File: src/rtl/uart_rx_packer_pkg.sv
// Shared types and constants for the UART RX byte packer.
// UART_PACK_DELIM_EN (see uart_rx_packer.sv) is the optional feature macro.
package uart_rx_packer_pkg;

  // Mailbox constants mirrored locally so this slice builds on its own.
  localparam int         NODE_ID_WIDTH = 16;
  localparam logic [3:0] OPC_DATA      = 4'h1;

  // One output beat as held in the output register.
  typedef struct packed {
    logic [31:0] data;
    logic [2:0]  nbytes;
    logic        eop;
  } uart_pack_word_t;

  // Accumulator occupancy; FULL means the word is closed and awaits the output register.
  typedef enum logic [1:0] {
    EMPTY,
    FILL,
    FULL
  } uart_pack_state_e;

endpackage

File: src/rtl/uart_rx_packer_if.sv
// Mailbox stream endpoint bundle carried from the packer to the endpoint TX port.
interface uart_rx_packer_if;
  import uart_rx_packer_pkg::*;

  logic                     out_valid;
  logic                     out_ready;
  logic [31:0]              out_data;
  logic [2:0]               out_nbytes;
  logic                     out_eop;
  logic [NODE_ID_WIDTH-1:0] out_dest_id;
  logic [3:0]               out_opcode;
  logic                     out_prio;

  modport master (
    output out_valid, out_data, out_nbytes, out_eop, out_dest_id, out_opcode, out_prio,
    input  out_ready
  );

  modport slave (
    input  out_valid, out_data, out_nbytes, out_eop, out_dest_id, out_opcode, out_prio,
    output out_ready
  );

endinterface

File: src/rtl/uart_rx_packer_idle_timer.sv
// Line-idle timer: counts while run is high, saturates at TIMEOUT_CYCLES-1
// and holds fire there until cleared, so a flush blocked by backpressure is not lost.
module uart_idle_timer #(
  parameter int TIMEOUT_CYCLES = 2170
) (
  input  logic clk,
  input  logic rst,
  input  logic clear,
  input  logic run,
  output logic fire
);

  localparam int             W    = $clog2(TIMEOUT_CYCLES);
  localparam logic [W-1:0]   LAST = W'(TIMEOUT_CYCLES - 1);

  logic [W-1:0] count;

  // Count idle cycles; restart on a new byte or when nothing is pending.
  always_ff @(posedge clk) begin
    if (rst || clear || !run) begin
      count <= '0;
    end else if (count != LAST) begin
      count <= count + 1'b1;
    end
  end

  assign fire = run && (count == LAST);

endmodule

File: src/rtl/uart_rx_packer.sv
// Packs UART RX bytes little-endian into 32-bit mailbox beats, groups up to
// MSG_WORDS beats per message and flushes on line-idle timeout.
// Optional macro UART_PACK_DELIM_EN adds a delimiter byte that ends a message.
module uart_rx_packer
  import uart_rx_packer_pkg::*;
#(
  parameter int                       MSG_WORDS      = 4,
  parameter int                       TIMEOUT_CYCLES = 2170,
  parameter logic [NODE_ID_WIDTH-1:0] DEFAULT_DEST   = '0
) (
  input  logic                     clk,
  input  logic                     rst,
  input  logic                     in_valid,
  input  logic [7:0]               in_byte,
  output logic                     in_ready,
  input  logic                     cfg_enable,
  input  logic [NODE_ID_WIDTH-1:0] cfg_dest,
`ifdef UART_PACK_DELIM_EN
  input  logic                     cfg_delim_en,
  input  logic [7:0]               cfg_delim,
`endif
  uart_rx_packer_if.master         mbx,
  output logic [15:0]              ovf_cnt
);

  localparam int             BW        = (MSG_WORDS > 1) ? $clog2(MSG_WORDS) : 1;
  localparam logic [BW-1:0]  LAST_BEAT = BW'(MSG_WORDS - 1);

  uart_pack_state_e          state_q, state_n;
  logic [2:0]                acc_cnt_q, acc_cnt_n;
  logic [31:0]               acc_data_q, acc_data_n;
  logic                      acc_eop_q, acc_eop_n;
  logic [BW-1:0]             beat_q, beat_n;
  uart_pack_word_t           word_q, word_n;
  logic                      valid_q, valid_n;
  logic [NODE_ID_WIDTH-1:0]  dest_q, dest_n;
  logic [15:0]               ovf_q, ovf_n;

  logic reg_free, is_full, fire, timeout, timer_run;
  logic commit_word, commit_term, accept, drop, eop_now, delim_hit;

`ifdef UART_PACK_DELIM_EN
  assign delim_hit = cfg_delim_en && (in_byte == cfg_delim);
`else
  assign delim_hit = 1'b0;
`endif

  assign timer_run = (acc_cnt_q != 3'd0) || (beat_q != '0);

  uart_idle_timer #(
    .TIMEOUT_CYCLES(TIMEOUT_CYCLES)
  ) u_idle_timer (
    .clk  (clk),
    .rst  (rst),
    .clear(accept),
    .run  (timer_run),
    .fire (fire)
  );

  // Next-state logic: accumulator FSM, output register, beat counter and overflow count.
  always_comb begin
    reg_free    = !valid_q || mbx.out_ready;
    is_full     = (state_q == FULL);
    timeout     = fire && !in_valid;
    commit_word = reg_free && (is_full || (timeout && (acc_cnt_q != 3'd0)));
    commit_term = reg_free && timeout && (acc_cnt_q == 3'd0) && (beat_q != '0);
    accept      = in_valid && cfg_enable && (!is_full || commit_word);
    drop        = in_valid && cfg_enable && is_full && !commit_word;
    eop_now     = (beat_q == LAST_BEAT) || timeout || acc_eop_q;

    state_n    = state_q;
    acc_cnt_n  = acc_cnt_q;
    acc_data_n = acc_data_q;
    acc_eop_n  = acc_eop_q;
    beat_n     = beat_q;
    word_n     = word_q;
    valid_n    = valid_q;
    dest_n     = dest_q;
    ovf_n      = ovf_q;

    if (commit_word) begin
      state_n    = EMPTY;
      acc_cnt_n  = 3'd0;
      acc_data_n = '0;
      acc_eop_n  = 1'b0;
    end

    if (accept) begin
      acc_data_n = acc_data_n | ({24'b0, in_byte} << {acc_cnt_n[1:0], 3'b000});
      acc_cnt_n  = acc_cnt_n + 3'd1;
      acc_eop_n  = delim_hit;
      state_n    = ((acc_cnt_n == 3'd4) || delim_hit) ? FULL : FILL;
    end

    if (commit_word || commit_term) begin
      valid_n       = 1'b1;
      word_n.data   = commit_word ? acc_data_q : '0;
      word_n.nbytes = commit_word ? acc_cnt_q : 3'd0;
      word_n.eop    = eop_now;
      if (beat_q == '0) begin
        dest_n = cfg_dest;
      end
      beat_n = eop_now ? '0 : beat_q + 1'b1;
    end else if (mbx.out_ready) begin
      valid_n = 1'b0;
    end

    if (drop && (ovf_q != 16'hFFFF)) begin
      ovf_n = ovf_q + 16'd1;
    end
  end

  // State register; reset discards any partial word or message.
  always_ff @(posedge clk) begin
    if (rst) begin
      state_q    <= EMPTY;
      acc_cnt_q  <= 3'd0;
      acc_data_q <= '0;
      acc_eop_q  <= 1'b0;
      beat_q     <= '0;
      word_q     <= '0;
      valid_q    <= 1'b0;
      dest_q     <= DEFAULT_DEST;
      ovf_q      <= '0;
    end else begin
      state_q    <= state_n;
      acc_cnt_q  <= acc_cnt_n;
      acc_data_q <= acc_data_n;
      acc_eop_q  <= acc_eop_n;
      beat_q     <= beat_n;
      word_q     <= word_n;
      valid_q    <= valid_n;
      dest_q     <= dest_n;
      ovf_q      <= ovf_n;
    end
  end

  assign in_ready        = !rst && !(cfg_enable && is_full && !reg_free);
  assign ovf_cnt         = ovf_q;
  assign mbx.out_valid   = valid_q;
  assign mbx.out_data    = word_q.data;
  assign mbx.out_nbytes  = word_q.nbytes;
  assign mbx.out_eop     = word_q.eop;
  assign mbx.out_dest_id = dest_q;
  assign mbx.out_opcode  = OPC_DATA;
  assign mbx.out_prio    = 1'b0;

endmodule
File: src/flat_wrapper.sv
// flat-port wrapper written by rule: the top's interface ports become plain ports
module uart_rx_packer_flat import uart_rx_packer_pkg::*;
#(
  parameter int                       MSG_WORDS      = 4,
  parameter int                       TIMEOUT_CYCLES = 2170,
  parameter logic [NODE_ID_WIDTH-1:0] DEFAULT_DEST   = '0
)
  (clk, rst, in_valid, in_byte, in_ready, cfg_enable, cfg_dest, ovf_cnt, mbx_out_valid, mbx_out_data, mbx_out_nbytes, mbx_out_eop, mbx_out_dest_id, mbx_out_opcode, mbx_out_prio, mbx_out_ready);
  uart_rx_packer_if mbx_i ();
  input  logic clk;
  input  logic rst;
  input  logic in_valid;
  input  logic [7:0] in_byte;
  output logic in_ready;
  input  logic cfg_enable;
  input  logic [NODE_ID_WIDTH-1:0] cfg_dest;
  output logic [15:0] ovf_cnt;
  output wire logic [$bits(mbx_i.out_valid)-1:0] mbx_out_valid;
  output wire logic [$bits(mbx_i.out_data)-1:0] mbx_out_data;
  output wire logic [$bits(mbx_i.out_nbytes)-1:0] mbx_out_nbytes;
  output wire logic [$bits(mbx_i.out_eop)-1:0] mbx_out_eop;
  output wire logic [$bits(mbx_i.out_dest_id)-1:0] mbx_out_dest_id;
  output wire logic [$bits(mbx_i.out_opcode)-1:0] mbx_out_opcode;
  output wire logic [$bits(mbx_i.out_prio)-1:0] mbx_out_prio;
  input wire logic [$bits(mbx_i.out_ready)-1:0] mbx_out_ready;
  assign mbx_out_valid = mbx_i.out_valid;
  assign mbx_out_data = mbx_i.out_data;
  assign mbx_out_nbytes = mbx_i.out_nbytes;
  assign mbx_out_eop = mbx_i.out_eop;
  assign mbx_out_dest_id = mbx_i.out_dest_id;
  assign mbx_out_opcode = mbx_i.out_opcode;
  assign mbx_out_prio = mbx_i.out_prio;
  assign mbx_i.out_ready = mbx_out_ready;
  uart_rx_packer #(.MSG_WORDS(MSG_WORDS), .TIMEOUT_CYCLES(TIMEOUT_CYCLES), .DEFAULT_DEST(DEFAULT_DEST)) u_core (.clk(clk), .rst(rst), .in_valid(in_valid), .in_byte(in_byte), .in_ready(in_ready), .cfg_enable(cfg_enable), .cfg_dest(cfg_dest), .mbx(mbx_i), .ovf_cnt(ovf_cnt));
endmodule
File: config.mk
export PLATFORM = sky130hd
export DESIGN_NAME = uart_rx_packer_flat
export DESIGN_NICKNAME = d
export VERILOG_FILES = /design/src/rtl/uart_rx_packer_pkg.sv /design/src/rtl/uart_rx_packer_if.sv /design/src/rtl/uart_rx_packer_idle_timer.sv /design/src/rtl/uart_rx_packer.sv /design/src/flat_wrapper.sv
export SDC_FILE = /design/constraint.sdc
export NUM_CORES = 1
export LEC_CHECK = 0
export CAP_MARGIN = 20
export CORE_ASPECT_RATIO = 0.6
export CORE_MARGIN = 8
export CORE_UTILIZATION = 52
export DETAILED_ROUTE_END_ITERATION = 16
export PLACE_DENSITY = 0.86
export RECOVER_POWER = 25
export SYNTH_ARGS = -nofsm -noshare
export SYNTH_HDL_FRONTEND = slang
export SYNTH_SLANG_ARGS = --single-unit
File: constraint.sdc
create_clock -name clk -period 2.6 [get_ports clk]
set_input_delay 0.26 -clock clk [delete_from_list [all_inputs] [get_ports clk]]
set_output_delay 0.26 -clock clk [all_outputs]
set_load 0.005 [all_outputs]
==> results of run 1 <==
[cell usage in the layout, fill, tap and decap left out, types with 3 or more instances in the layout]
cell type,count
nor2b_1,4
and3_1,6
a21oi_1,45
nor4_2,4
buf_4,18
dlygate4sd3_1,47
clkinv_2,3
a31oi_1,36
or4_1,12
inv_1,9
or3_1,6
nand4_1,7
clkbuf_8,6
clkbuf_16,17
xor2_1,7
nand2_1,45
o31ai_1,11
and4_1,3
conb_1,5
mux2i_1,16
a22o_1,9
and2_1,3
nor2_1,37
nand2b_1,35
o211ai_1,39
clkdlybuf4s50_1,50
o21ai_0,3
nor3_1,8
dfxtp_1,120
nand3_1,46
ha_1,6
[flip-flops by register name, indices dropped and copies added, names as in the netlist, 3 cells and up]
register	cells
u_core.acc_data_q	32
u_core.mbx.out_data	32
u_core.mbx.out_dest_id	16
u_core.ovf_cnt	16
u_core.u_idle_timer.count	12
u_core.acc_cnt_q	3
u_core.mbx.out_nbytes	3
[per-layer routing]
layer | vias up | part of all wire | track usage
met2 | 251 | 0.46 | 0.352
met1 | 2454 | 0.45 | 0.291
met5 | - | 0 | 0
li1 | 2379 | - | -
met4 | 0 | 0.017 | 0.0886
met3 | 31 | 0.081 | 0.0654
[power by group]
| part | leakage [nW] | switching [mW] | internal (mW) |
|---|---|---|---|
| Clock | 0.294 | 0.811 | 1.55 |
| Sequential | 0.968 | 0.0160 | 1.86 |
| Combinational | 1.23 | 0.112 | 0.0849 |
[logic make-up after synthesis]
kind of cell	Yosys count	synth area share
simple gates	232	0.241
xor+xnor	9	0.0146
compound gates	157	0.195
other cells	2	0.00139
fa+ha+maj	6	0.0139
flops	120	0.446
mux	17	0.0318
buf+inv	59	0.0557
[worst paths after layout]
kind	endpoint	startpoint	cells past startpoint
worst min register to register	u_core.mbx.out_dest_id[5]$_SDFFE_PP0P_	u_core.mbx.out_dest_id[5]$_SDFFE_PP0P_	2
worst max register to register	u_core.mbx.out_dest_id[15]$_SDFFE_PP0P_	u_core.u_idle_timer.count[0]$_SDFFE_PP0P_	6
worst max-delay path	u_core.mbx.out_dest_id[15]$_SDFFE_PP0P_	u_core.u_idle_timer.count[0]$_SDFFE_PP0P_	6
worst min-delay path	u_core.mbx.out_nbytes[1]$_SDFFE_PP0P_	rst	2
[final cells by class]
class                      instances  area [sq um]  area share
multi-input combinational        426          2710       0.384
sequential                       120          2400       0.341
timing repair buffer             117          1130       0.161
clock buffer                      24           512      0.0726
tap                              135           169      0.0240
clock inverter                     7          90.1      0.0128
inverter                           9          33.8     0.00479
==> run_results.csv, run 1 <==
group,metric,value,unit
yosys,ys_ff_latch,120,
floorplan,die_area,14000,sq um
setup_path,slowest_stage,"and4b_4",
drt,drc_errors,0,
setup_path,cp-start-kind,"flip-flop",
clocking,clk_pin_slew,50,ps
timing,holdWs,261,ps
status,status,"finished, final reports clean",
clocking,cts_hold_buffers,0,
yosys,syn_inst,602,
timing,skew,8.10,ps
placement,portBuffers,98,
cells_and_area,syn_to_final_growth,30.7,%
power,peakVddDrop,0.434,mV
yosys,yosysUniqueCellTypes,57,
drt,drt_iter0_drc,479,
setup_path,crit_type,"flip-flop to flip-flop",
yosys,synth.most_common_cell,"dfxtp_1",
yosys,ys_top_cells_by_area,"dfxtp_1 45%, o211ai_1 5.4%, nand3_1 4.3%",
setup_path,end_kind,"flip-flop",
timing,max_freq,0.448,GHz
timing,setup_viol,0,
setup_path,crit_chain,"ha_1 > nor2b_1 > and4b_4 > a22o_1 > buf_4 > mux2i_1",
yosys,synthArstFlopShare,0,
placement,gp_congestion,0.866,
global_routing,grt_pass1_wl,25800,um
run,max-cap-violations,0,
clocking,htree_levels,4,
drt,postRouteAntennaNets,0,
cells_and_area,fillers,710,
floorplan,num_rows,28,
timing,rsz0062_at_grt,"false",
global_routing,grt_max_degree,51,
setup_path,slowest_delay,480,ps
clocking,cts_tree,"built",
placement,dp_hpwl,10300,um
cells_and_area,antenna_cells,0,
yosys,yosysWarnings,0,
yosys,syn-mean-instance-area,8.95,sq um
setup_path,reg2reg_setup_slack,370,ps
timing,setup_ws,368,ps
cells_and_area,final_util,0.706,
timing,hold_viol,0,
clocking,ctsResizeCount,0,
yosys,yosysTopAreaCellShare,0.446,
clocking,clockBufferDepth,2,
drt,avgRoutedWirePerCell,18.4,um
timing,drv_slew,0,
timing,worst_slew_pin_slew,544,ps
setup_path,cp_num_buf_inv,1,
cells_and_area,nets,726,
setup_path,cp.required,2920,ps
timing,fin_crit_sh,0.859,
yosys,synth_seq_area_share,0.446,
yosys,synth_edf_count,0,
setup_path,critical_path_arrival,2550,ps
power,total_power,4.43,mW
yosys,yosys.area.top_type,"dfxtp_1",
clocking,tritoncts.num_buffers,17,
yosys,synthFlopType,"dfxtp_1",
floorplan,boundaryPins,104,
cells_and_area,final_cells,838,
drt,totalWireLength,15400,um
cells_and_area,drive_gt1_frac,0.0982,
clocking,clock_latency,410,ps
cells_and_area,fin_area,7050,sq um
floorplan,start_util,0.540,
clocking,cts_setup_buffers,0,
placement,dp_slack,217,ps
setup_path,path_max_fanout,19,
floorplan,coreArea,9980,sq um
timing,finalSetupTns,0,ps
drt,via_count,5115,
drt,vias_per_cell,6.10,
placement,placed_area,6440,sq um
power,p_per_area,629,nW/um^2
timing,period_minus_slack,2230,ps
yosys,yosys-top-cells-count,"120 x dfxtp_1, 46 x nand3_1, 45 x a21oi_1, 45 x nand2_1, 39 x o211ai_1",
power,p_leak,2.50,nW
hold_path,hold_class,"input pin to flip-flop",
drt,dr.pass1.iters,5,
clocking,clockRootBuffer,"clkbuf_16",
global_routing,grt_overflow,0,
global_routing,grtUsageTotal,0.225,
global_routing,grt_pass1_vias,4955,
placement,dpl.cell_count,807,
clocking,cts.sinks,120,
setup_path,critPathTopFamily,"simple AND/OR/NAND/NOR gates",
timing,slew_headroom,0.636,
yosys,synth_area,5390,sq um
global_routing,antenna_found_initial,0,
floorplan,chipWidth,147,um
floorplan,die_h,94.9,um
Power figures use the tool's default switching activity.
==> run 2: changes to the inputs <==
--- a/config.mk
+++ b/config.mk
@@ -11,7 +11,6 @@
 export CORE_UTILIZATION = 52
 export DETAILED_ROUTE_END_ITERATION = 16
 export PLACE_DENSITY = 0.86
-export RECOVER_POWER = 25
 export SYNTH_ARGS = -nofsm -noshare
 export SYNTH_HDL_FRONTEND = slang
 export SYNTH_SLANG_ARGS = --single-unit
==> run_results.csv, run 2 (synthesis gave the netlist of run 1 again) <==
group,metric,value,unit
clocking,ctsResizeCount,0,
clocking,cts_hold_buffers,0,
setup_path,critical_path_depth,6,
cells_and_area,most-common-layout-cells,"120 x dfxtp_1, 97 x clkdlybuf4s50_1, 46 x nand3_1",
timing,worst_slew_pin_slew,547,ps
placement,dp_slack,217,ps
global_routing,grtUsageTotal,0.225,
clocking,clockBufferDepth,2,
setup_path,slowest_delay,480,ps
global_routing,antenna_found_initial,0,
drt,postRouteAntennaNets,0,
hold_path,holdPathEnd,"u_core.mbx.out_nbytes[1]$_SDFFE_PP0P_",
clocking,cts.sinks,120,
power,p_per_area,629,nW/um^2
clocking,clock_latency,410,ps
hold_path,hold_class,"input pin to flip-flop",
timing,skew,5.76,ps
power,p_leak,2.33,nW
power,clkPwrFrac,0.533,
timing,finalSetupTns,0,ps
cells_and_area,drive_gt1_frac,0.0982,
cells_and_area,final_util,0.706,
hold_path,whs_path_depth,2,
setup_path,timing.rr.start,"u_core.u_idle_timer.count[0]$_SDFFE_PP0P_",
clocking,clockRootBuffer,"clkbuf_16",
floorplan,chipWidth,147,um
power,p_sw,0.940,mW
power,pwr-share-comb,0.045,
drt,dr.pass1.iters,5,
placement,portBuffers,98,
status,status,"finished, final reports clean",
cells_and_area,antenna_cells,0,
setup_path,slowest_stage,"and4b_4",
floorplan,coreArea,9980,sq um
setup_path,critical_path_arrival,2550,ps
setup_path,reg2reg_setup_slack,370,ps
drt,drc_errors,0,
timing,period_minus_slack,2230,ps
setup_path,r2r_cells,6,
timing,max_freq,0.449,GHz
setup_path,critPathTopFamily,"simple AND/OR/NAND/NOR gates",
timing,setup_ws,372,ps
global_routing,grt_overflow,0,
run,max-cap-violations,0,
floorplan,die_area,14000,sq um
setup_path,crit_chain,"ha_1 > nor2b_1 > and4b_4 > a22o_1 > buf_4 > mux2i_1",
setup_path,cp-start-kind,"flip-flop",
cells_and_area,layout_commonest_cell,"dfxtp_1",
setup_path,path_max_fanout,19,
clocking,tritoncts.num_buffers,17,
floorplan,start_util,0.540,
drt,vias_per_cell,6.09,
clocking,cts_setup_buffers,0,
global_routing,grt_pass1_wl,25800,um
power,peakVddDrop,0.437,mV
timing,drv_slew,0,
power,switching_share,0.212,
drt,avgRoutedWirePerCell,18.4,um
global_routing,grt_max_degree,51,
global_routing,grt_pass1_vias,4955,
floorplan,boundaryPins,104,
placement,dp_hpwl,10300,um
timing,rsz0062_at_grt,"false",
clocking,htree_levels,4,
clocking,cts_tree,"built",
cells_and_area,nets,726,
drt,totalWireLength,15400,um
placement,gp_congestion,0.866,
setup_path,cp_num_buf_inv,1,
clocking,clk_pin_slew,50,ps
floorplan,num_rows,28,
drt,via_count,5106,
setup_path,crit_type,"flip-flop to flip-flop",
power,cellInternalPower,3.49,mW
timing,setup_viol,0,
drt,drt_iter0_drc,506,
timing,slew_headroom,0.635,
timing,hold_viol,0,
power,seq_power_share,0.422,
timing,fin_crit_sh,0.857,
timing,holdWs,260,ps
setup_path,end_kind,"flip-flop",
setup_path,cp.required,2920,ps
setup_path,r2r_end,"u_core.mbx.out_dest_id[15]$_SDFFE_PP0P_",
cells_and_area,syn_to_final_growth,30.7,%
hold_path,min_from,"rst",
floorplan,die_h,94.9,um
[run 2: cell types whose count changed in the layout (fill, tap and decap cells not counted), sizes merged]
cell           delta
clkdlybuf4s50    +47
dlygate4sd3      -47
[run 2: through the flow]
step | std cells | power, mW | area, sq um
2_1_floorplan | 605 | 2.01 | 5400
3_3_place_gp | 807 | 2.09 | 6440
3_5_place_dp | 807 | 2.10 | 6440
4_1_cts | 838 | 4.45 | 7050
5_1_grt | 838 | 4.56 | 7050
6_report | 838 | 4.43 | 7050
[run 2: worst max path at each step]
stage | from | end | slack, ps
finish | u_core.u_idle_timer.count[0]$_SDFFE_PP0P_ | u_core.mbx.out_dest_id[15]$_SDFFE_PP0P_ | 370
floorplan | u_core.u_idle_timer.count[1]$_SDFFE_PP0P_ | u_core.state_q[0]$_SDFFE_PP0P_ | 580
global route | u_core.u_idle_timer.count[0]$_SDFFE_PP0P_ | u_core.state_q[0]$_SDFFE_PP0P_ | 240
global placement | mbx_out_ready | u_core.state_q[0]$_SDFFE_PP0P_ | 250
CTS | u_core.u_idle_timer.count[0]$_SDFFE_PP0P_ | u_core.mbx.out_dest_id[15]$_SDFFE_PP0P_ | 400
detailed placement | mbx_out_ready | u_core.state_q[0]$_SDFFE_PP0P_ | 220
[run 2: area by class of cell]
| cell class | count | area (sq um) |
|---|---|---|
| clock buffer | 24 | 512 |
| clock inverter | 7 | 90.1 |
| fill | 710 | 2940 |
| inverter | 9 | 33.8 |
| multi-input combinational | 426 | 2710 |
| sequential | 120 | 2400 |
| tap | 135 | 169 |
| timing repair buffer | 117 | 1130 |
[run 2: power by group through the flow]
stage | combinational, mW | sequential, mW | clock, mW
6_report | 0.197 | 1.87 | 2.36
5_1_grt | 0.211 | 1.87 | 2.47
4_1_cts | 0.194 | 1.87 | 2.38
3_5_place_dp | 0.190 | 1.91 | 0
3_3_place_gp | 0.186 | 1.91 | 0
2_1_floorplan | 0.110 | 1.90 | 0
[run 2: per-layer routing]
metal / vias up / part of all wire / GRT usage
met4: 0 / 0.018 / 0.0886
met3: 34 / 0.081 / 0.0654
li1: 2380 / - / -
met5: - / 0 / 0
met1: 2451 / 0.45 / 0.291
met2: 241 / 0.45 / 0.352
==> run 3: changes to the inputs <==
--- a/config.mk
+++ b/config.mk
@@ -6,11 +6,14 @@
 export NUM_CORES = 1
 export LEC_CHECK = 0
 export CAP_MARGIN = 20
+export CELL_PAD_IN_SITES_DETAIL_PLACEMENT = 1
+export CELL_PAD_IN_SITES_GLOBAL_PLACEMENT = 1
 export CORE_ASPECT_RATIO = 0.6
 export CORE_MARGIN = 8
-export CORE_UTILIZATION = 52
+export CORE_UTILIZATION = 39
 export DETAILED_ROUTE_END_ITERATION = 16
 export PLACE_DENSITY = 0.86
+export SETUP_SLACK_MARGIN = 0.02
 export SYNTH_ARGS = -nofsm -noshare
 export SYNTH_HDL_FRONTEND = slang
 export SYNTH_SLANG_ARGS = --single-unit
==> run_results.csv, run 3 (synthesis gave the netlist of run 1 again) <==
group,metric,value,unit
timing,skew,9.43,ps
power,p_sw,1.04,mW
drt,avgRoutedWirePerCell,20.5,um
drt,vias_per_cell,5.83,
placement,gp_congestion,0.802,
power,seq_power_share,0.417,
global_routing,antenna_found_initial,0,
timing,max_freq,0.430,GHz
timing,setup_viol,0,
hold_path,whs_path_depth,2,
setup_path,end_kind,"flip-flop",
placement,portBuffers,98,
timing,period_minus_slack,2320,ps
global_routing,grtUsageTotal,0.201,
floorplan,die_area,18000,sq um
timing,hold_viol,0,
power,total_power,4.49,mW
global_routing,grt_pass1_wl,29100,um
clocking,cts.sinks,120,
cells_and_area,syn_to_final_growth,31.4,%
hold_path,hold_class,"input pin to flip-flop",
placement,dp_slack,70.0,ps
global_routing,grt_overflow,0,
power,clkPwrFrac,0.538,
floorplan,start_util,0.397,
clocking,ctsResizeCount,0,
timing,worst_slew_pin_slew,617,ps
floorplan,coreArea,13600,sq um
drt,totalWireLength,18000,um
clocking,clockBufferDepth,2,
floorplan,chipWidth,168,um
timing,setup_ws,276,ps
timing,fin_crit_sh,0.894,
setup_path,cp-start-kind,"flip-flop",
power,p_per_area,634,nW/um^2
timing,slew_headroom,0.586,
timing,drv_slew,0,
clocking,clockRootBuffer,"clkbuf_16",
clocking,cts_setup_buffers,0,
setup_path,reg2reg_setup_slack,280,ps
cells_and_area,most-common-layout-cells,"120 x dfxtp_1, 97 x clkdlybuf4s50_1, 46 x nand3_1",
power,pwr-share-comb,0.045,
clocking,clock_latency,420,ps
global_routing,grt_pass1_vias,5347,
power,switching_share,0.232,
timing,rsz0062_at_grt,"false",
drt,drc_errors,0,
drt,postRouteAntennaNets,0,
cells_and_area,layout_commonest_cell,"dfxtp_1",
setup_path,critical_path_arrival,2670,ps
setup_path,timing.rr.start,"u_core.acc_cnt_q[0]$_SDFF_PP0_",
setup_path,path_max_fanout,7,
global_routing,grt_max_degree,38,
drt,drt_iter0_drc,323,
power,peakVddDrop,0.352,mV
setup_path,r2r_cells,7,
drt,dr.pass1.iters,4,
floorplan,die_h,107,um
clocking,clk_pin_slew,60,ps
setup_path,r2r_end,"u_core.state_q[0]$_SDFFE_PP0P_",
hold_path,holdPathEnd,"u_core.ovf_cnt[10]$_SDFFE_PP0P_",
setup_path,cp.required,2940,ps
timing,finalSetupTns,0,ps
clocking,tritoncts.num_buffers,17,
power,cellInternalPower,3.45,mW
setup_path,crit_type,"flip-flop to flip-flop",
cells_and_area,final_cells,879,
run,max-cap-violations,0,
placement,dp_hpwl,12100,um
cells_and_area,antenna_cells,0,
hold_path,min_from,"rst",
floorplan,num_rows,33,
clocking,cts_hold_buffers,0,
drt,via_count,5122,
status,status,"finished, final reports clean",
placement,dpl.cell_count,847,
cells_and_area,drive_gt1_frac,0.0994,
clocking,htree_levels,4,
cells_and_area,nets,726,
clocking,cts_tree,"built",
power,p_leak,2.31,nW
floorplan,boundaryPins,104,
timing,holdWs,323,ps
## run 3: cell count changes in the layout (fill, tap and decap cells not counted), sizes merged
cell      previous run  this run
inv                  9        11
clkinvlp             2         4
clkbuf              24        18
bufinv               2         3
clkinv               3         5
## run 3: cell type report
class / count / area, sq um
inverter: 9 / 33.8
fill: 1538 / 6500
tap: 175 / 219
sequential: 120 / 2400
multi-input combinational: 426 / 2710
clock inverter: 14 / 174
timing repair buffer: 117 / 1120
clock buffer: 18 / 429
## run 3: worst max-delay path by stage
stage / depth (start not counted) / startpoint / end / slack (ps)
final: 7 / u_core.acc_cnt_q[0]$_SDFF_PP0_ / u_core.state_q[0]$_SDFFE_PP0P_ / 280
after global routing: 8 / u_core.u_idle_timer.count[0]$_SDFFE_PP0P_ / u_core.state_q[0]$_SDFFE_PP0P_ / 140
after global placement: 8 / mbx_out_ready / u_core.state_q[0]$_SDFFE_PP0P_ / 260
after CTS: 8 / u_core.u_idle_timer.count[0]$_SDFFE_PP0P_ / u_core.state_q[0]$_SDFFE_PP0P_ / 320
after detailed placement: 8 / mbx_out_ready / u_core.state_q[0]$_SDFFE_PP0P_ / 70
after floorplan: 9 / u_core.u_idle_timer.count[1]$_SDFFE_PP0P_ / u_core.state_q[0]$_SDFFE_PP0P_ / 580
## run 3: per-stage QoR
stage | area (sq um) | utilization
4_1_cts | 7080 | 0.522
3_3_place_gp | 6480 | 0.477
5_1_grt | 7080 | 0.522
2_1_floorplan | 5400 | -
3_5_place_dp | 6480 | 0.477
6_report | 7080 | 0.522
## run 3: worst max-delay path, cell delays in order, from the launching register on
cell and delay (ps):
dfxtp_1 550, nor3_1 160, or3_1 400, o211ai_1 290
nor2_1 100, ha_1 230, or3_1 400, a21oi_1 140
## run 3: per-layer routing
metal	global-route usage	part of all wire	vias up
met5	0	0	-
met4	0.0881	0.027	0
met3	0.0528	0.054	42
met2	0.321	0.46	168
met1	0.254	0.46	2528
li1	-	-	2384
## run 3: power groups by stage
stage,clock network (mW),logic [mW],registers [mW]
global placement,0,0.187,1.91
CTS,2.45,0.200,1.87
global route,2.54,0.216,1.87
detailed placement,0,0.194,1.91
floorplan,0,0.110,1.90
finish,2.42,0.203,1.87
